[src/rtl/divider_pipe.sv]
//------------------------------------------------------------------------------
// divider_pipe
//   Pipelined unsigned restoring divider with valid/ready flow control.
//   Revision: 1.0
//------------------------------------------------------------------------------
`timescale 1ns/1ps
`default_nettype none

module divider_pipe #(
  parameter int M     = 26,
  parameter int N     = 14,
  parameter int STEPS = 1,
  parameter int TAG_W = 4
) (
  input  logic             clk,
  input  logic             rst,
  input  logic             in_valid,
  output logic             in_ready,
  input  logic [M-1:0]     in_dividend,
  input  logic [N-1:0]     in_divisor,
  input  logic [TAG_W-1:0] in_tag,
  output logic             out_valid,
  input  logic             out_ready,
  output logic [M-1:0]     out_quotient,
  output logic [N-1:0]     out_remainder,
  output logic             out_div_zero,
  output logic [TAG_W-1:0] out_tag
);

  localparam int c_stages = M / STEPS;

  if ((M % STEPS) != 0) begin : g_steps_check
    $error("divider_pipe: STEPS must divide M");
  end

  typedef struct packed {
    logic [M-1:0] q;
    logic [N-1:0] r;
    logic [M-1:0] x;
  } part_t;

  // STEPS restoring iterations; x holds the not-yet-consumed dividend bits, MSB first
  function automatic part_t f_step(input part_t a, input logic [N-1:0] d);
    part_t      o;
    logic [N:0] p;
    o = a;
    for (int s = 0; s < STEPS; s++) begin
      p   = {o.r, o.x[M-1]};
      o.x = {o.x[M-2:0], 1'b0};
      if (p >= {1'b0, d}) begin
        o.r = p[N-1:0] - d;
        o.q = {o.q[M-2:0], 1'b1};
      end else begin
        o.r = p[N-1:0];
        o.q = {o.q[M-2:0], 1'b0};
      end
    end
    return o;
  endfunction

  // Register 0 captures raw operands; registers 1..c_stages each resolve STEPS bits
  logic             r_v  [0:c_stages];
  logic [M-1:0]     r_q  [0:c_stages];
  logic [N-1:0]     r_r  [0:c_stages];
  logic             r_dz [0:c_stages];
  logic [TAG_W-1:0] r_t  [0:c_stages];
  logic [M-1:0]     r_x  [0:c_stages-1];
  logic [N-1:0]     r_d  [0:c_stages-1];
  part_t            w_nxt[0:c_stages-1];
  logic             w_adv;

  assign w_adv    = !r_v[c_stages] || out_ready;
  assign in_ready = w_adv;

  always_comb begin
    for (int s = 0; s < c_stages; s++) begin
      w_nxt[s] = f_step('{q: r_q[s], r: r_r[s], x: r_x[s]}, r_d[s]);
    end
  end

  always_ff @(posedge clk or posedge rst) begin
    if (rst) begin
      for (int s = 0; s <= c_stages; s++) begin
        r_v[s]  <= 1'b0;
        r_q[s]  <= '0;
        r_r[s]  <= '0;
        r_dz[s] <= 1'b0;
        r_t[s]  <= '0;
      end
      for (int s = 0; s < c_stages; s++) begin
        r_x[s] <= '0;
        r_d[s] <= '0;
      end
    end else if (w_adv) begin
      r_v[0]  <= in_valid;
      r_q[0]  <= '0;
      r_r[0]  <= '0;
      r_x[0]  <= in_dividend;
      r_d[0]  <= in_divisor;
      r_dz[0] <= (in_divisor == '0);
      r_t[0]  <= in_tag;
      for (int s = 1; s <= c_stages; s++) begin
        r_v[s]  <= r_v[s-1];
        r_q[s]  <= w_nxt[s-1].q;
        r_r[s]  <= w_nxt[s-1].r;
        r_dz[s] <= r_dz[s-1];
        r_t[s]  <= r_t[s-1];
      end
      for (int s = 1; s < c_stages; s++) begin
        r_x[s] <= w_nxt[s-1].x;
        r_d[s] <= r_d[s-1];
      end
    end
  end

  assign out_valid     = r_v[c_stages];
  assign out_quotient  = r_q[c_stages];
  assign out_remainder = r_r[c_stages];
  assign out_div_zero  = r_dz[c_stages];
  assign out_tag       = r_t[c_stages];

endmodule

`default_nettype wire
[config.mk]
export PLATFORM = sky130hd
export DESIGN_NAME = divider_pipe
export DESIGN_NICKNAME = d
export VERILOG_FILES = /design/src/rtl/divider_pipe.sv
export SDC_FILE = /design/constraint.sdc
export NUM_CORES = 2
export LEC_CHECK = 0
export ABC_CLOCK_PERIOD_IN_PS = 106900
export CAP_MARGIN = 20
export CORE_ASPECT_RATIO = 1.2
export CORE_MARGIN = 4
export CORE_UTILIZATION = 65
export DETAILED_ROUTE_END_ITERATION = 7
export PLACE_DENSITY = 0.86
export SETUP_SLACK_MARGIN = 0.3
export SYNTH_ARGS = -nofsm -noshare
export SYNTH_HDL_FRONTEND = slang
export SYNTH_SLANG_ARGS = --single-unit
[constraint.sdc]
create_clock -name clk -period 106.9 [get_ports clk]
set_input_delay 10.69 -clock clk [delete_from_list [all_inputs] [get_ports clk]]
set_output_delay 10.69 -clock clk [all_outputs]
set_load 0.01 [all_outputs]
After elaboration in Yosys (flattened, before gate mapping)
Cells that the tools add are included.
Cells by class
  $add $sub $neg: 26
  order comparisons: 26
  reduce and logical (&&, ||, !) cells: 3
  mux-type cells: 26
Operators by type and width (count)
  $mux W15: 26
  $ge A15 B14 Y1: 25
  $sub A14 B14 Y14: 25
  $ge A1 B14 Y1: 1
  $logic_not A14 Y1: 1
  $sub A1 B14 Y14: 1
  $logic_not A1 Y1: 1
  $logic_or A1 B1 Y1: 1
Storage, ports and cells
  bits in registers: 1592
  output and inout port bits: 47
  word-level logic and storage cells: 266
  bits of input ports: 48

Depth between registers and ports, before layout
  depth after elaboration: 2
  depth in mapped cells: 13
  gate-level depth less buffers: 12

Worst setup path before layout
OpenSTA, ideal clock, no wires.
  kind: in2out
  start: input out_ready
  end: output in_ready
  stages on the path: 5
  arrival time: 11.695 ns
  path buffers: 3
  setup slack: 84.515 ns
  data required time: 96.210 ns
  cells stage by stage: nor2b_1 -> inv_1 -> clkbuf_1 -> clkbuf_1 -> clkbuf_1
Between the ends
  word-level cells in the longest chain between the ends: 1
RTL lines
  from (decl): RTL line 23  | input logic out_ready,
  $logic_or A1 B1 Y1: RTL line 72  | assign w_adv = !r_v[c_stages] || out_ready;
  to (decl): RTL line 18  | output logic in_ready,
No other way between the ends.

Worst setup path in the final report
Same ends and word-level chain as after synthesis.

==> impl_metrics.ini <==
[timing]
skew_ns = 0.03766
max_slew_margin_pct = 21.45
fin_setup_tns_ns = 0
rsz0062_at_grt = false
min_period_ns = 23.77
finalHoldViolCount = 0
period_share_pct = 22.24
worst_pin_slew_ns = 1.178
max_freq_mhz = 42.06
drv_slew = 0
setup_viol = 0

[detailed_routing]
routed_wl_mm = 172.3
drt_pass1_iterations = 6
drt_iter0_markers = 4888
wl_per_cell_microns = 16.24
ant_nets = 0
drcViolationCount = 0
post_drt_via_cell_ratio = 5.732
via_count = 60830

[floorplanning]
fp.dieH_microns = 390.6
num_rows = 140
die_area_sq_um = 127600
core_sq_um = 121200
start_util_pct = 65.40
fp.dieW_microns = 326.8
num_io_pins = 95

[pwr]
peakVddDrop_mv = 0.02070
p_per_area_nw_per_um2 = 37.29
p_leak_uw = 0.04281

[worst_setup_path]
crit_type = in -> out
required_ns = 96.21
crit_path_start_kind = primary input
arrival_ns = 13.08
crit_path_end_kind = primary output
cp_max_fo = 139

[clock_network]
cts_setup_buffers = 0
cts-root-buf = clkbuf_16
htree_num_levels = 4
cts_buffers = 156
cts_hold_buf = 0
clockBufferDepth = 3
cts_num_sinks = 1592
cts_resized = 0
cts_tree = yes
clk_pin_slew_ns = 0.06
clk_latency_ns = 0.80

[global_routing]
globalRouteTotalUtil_pct = 27.15
grt_max_degree = 246
grt_antenna_before_repair = 0
grt_pass1_wl_mm = 291.1
globalRouteOverflowTotal = 0
grt_pass1_vias = 60990

[yosys]
synth_ff_type = dfrtp_1
synthMuxAreaShare_pct = 3.721
synth-simple-area-share_pct = 20.49
async_flop_share_pct = 100.0
synth_cells = 9014
ys_seq_area_share_pct = 50.25
synth-seq-cells = 1592
yosys.area_share.xor_xnor_pct = 2.773
synth_nets = 9464
synthAdderAreaFrac_pct = 6.581
yosys_warnings = 0
syn-cell-area_sq_um = 79280
postSynthAreaPerCell_sq_um = 8.795
synth_compound_area_share_pct = 11.45
synth-edff-count = 0
synth.distinct_cells = 86
synth_top_family_by_area = simple AND/OR/NAND/NOR gates

[min_path]
min_path_type = reg -> reg

[cells_and_area]
post-route-util_pct = 71.23
drive_gt1_share_pct = 4.588
antennaDiodeCount = 0
layout.nets = 9311
num-fill-cells = 8785
fin_cells = 10610
area_growth_pct = 8.908

[job]
cap_violations = 0

[run_status]
status = completed

[place]
dp_hpwl_mm = 113.9
gp_congestion = 0.9202
dpl.cell_count = 10330
port_buffers = 94
[sequential cells by signal (all words and copies together), names as in the netlist]
signal,count
out_div_zero,1
r_dz,26
r_d,364
r_v,26
r_q,325
out_valid,1
out_tag,4
out_quotient,26
r_r,350
out_remainder,14
r_t,104
r_x,351
[metal layers]
metal / GRT usage (%) / vias to the layer above / wire [microns]
met5: 0 / - / 0
met4: 10.73 / 0 / 6400
met3: 3.549 / 450 / 6438
met2: 48.29 / 1393 / 88860
met1: 33.79 / 29740 / 70610
li1: - / 29250 / -
[worst max-delay path, stage by stage]
cell and delay [ns]:
clkdlybuf4s50_1 0.44, nor2b_4 0.11, buf_4 0.61, inv_8 0.39
clkdlybuf4s50_1 0.64
[cells in the final DEF, fill, tap and decap left out, types with 48 or more instances in the layout]
cell                n
a21oi_1           373
a21o_1            114
nand3_1            62
a31oi_1            48
nor2_1            446
nor2b_1            50
clkdlybuf4s50_1    94
xnor2_1           177
nor3_1             83
xor2_1             74
o21ai_1            66
mux2i_1           270
clkbuf_16         158
dfrtp_1          1592
nand2_1          3192
o21ai_0           518
inv_1             469
ha_1              377
[cell usage after synthesis, drive strengths merged (45+ instances only)]
library cell	count	area share [%]
a21o	114	1.1
a21oi	382	2.5
a31oi	52	0.43
buf	93	0.77
clkbuf	366	1.7
dfrtp	1592	50
ha	377	5.9
inv	471	2.2
mux2i	270	3.4
nand2	3192	15
nand3	62	0.39
nand4	47	0.37
nor2	446	2.1
nor2b	51	0.40
nor3	83	0.52
o21a	45	0.43
o21ai	588	3.7
xnor2	177	2.0
xor2	74	0.82
[where the power goes]
| group | internal, uW | switching [uW] |
|---|---|---|
| clock network | 337 | 241 |
| logic | 679 | 927 |
| registers | 865 | 170 |
| total | 1880 | 1340 |
[per-stage QoR]
step / setup WS (ns) / instance area, sq um / power [uW] / hold WS (ns)
after floorplan: 51.29 / 79280 / 2263 / 0.4300
after global placement: 83.20 / 80750 / 2524 / 0.4483
after detailed placement: 83.19 / 80750 / 2611 / 0.4535
after CTS: 83.18 / 86200 / 3213 / 0.4501
after global routing: 83.03 / 86340 / 3474 / 0.4758
final: 83.13 / 86340 / 3220 / 0.4476
[final timing paths]
kind,from,endpoint,slack (ns),cells after the start
max,out_ready,in_ready,83.13,5
min,r_x[380],r_x[355],0.45,2
min reg2reg,r_x[380],r_x[355],0.45,2
max reg2reg,out_valid,r_r[130],101.38,9
min in group asynchronous,rst,r_x[670],10.50,2
max in group asynchronous,rst,r_q[40],92.60,6
[kinds of logic (layout without fill, tap and decap cells)]
| logic type | count (synthesis) | in the layout |
|---|---|---|
| AND/OR/NAND/NOR | 4064 | 4064 |
| adder cells (fa/ha/maj) | 402 | 402 |
| AO/OA/AOI/OAI | 1483 | 1483 |
| flip-flops | 1592 | 1592 |
| XOR/XNOR | 251 | 251 |
| buffers and inverters | 930 | 895 |
| multiplexers | 292 | 292 |
[cell type report]
cell class	count	area, sq um	area share (%)
Timing Repair Buffer	148	1524	1.765
Clock inverter	55	843.3	0.9767
Clock buffer	221	4611	5.340
Inverter	471	1783	2.065
Tap cell	1633	2043	2.366
Sequential cell	1592	39840	46.14
Multi-Input combinational cell	6492	35700	41.35
Power figures use the tool's default switching activity.
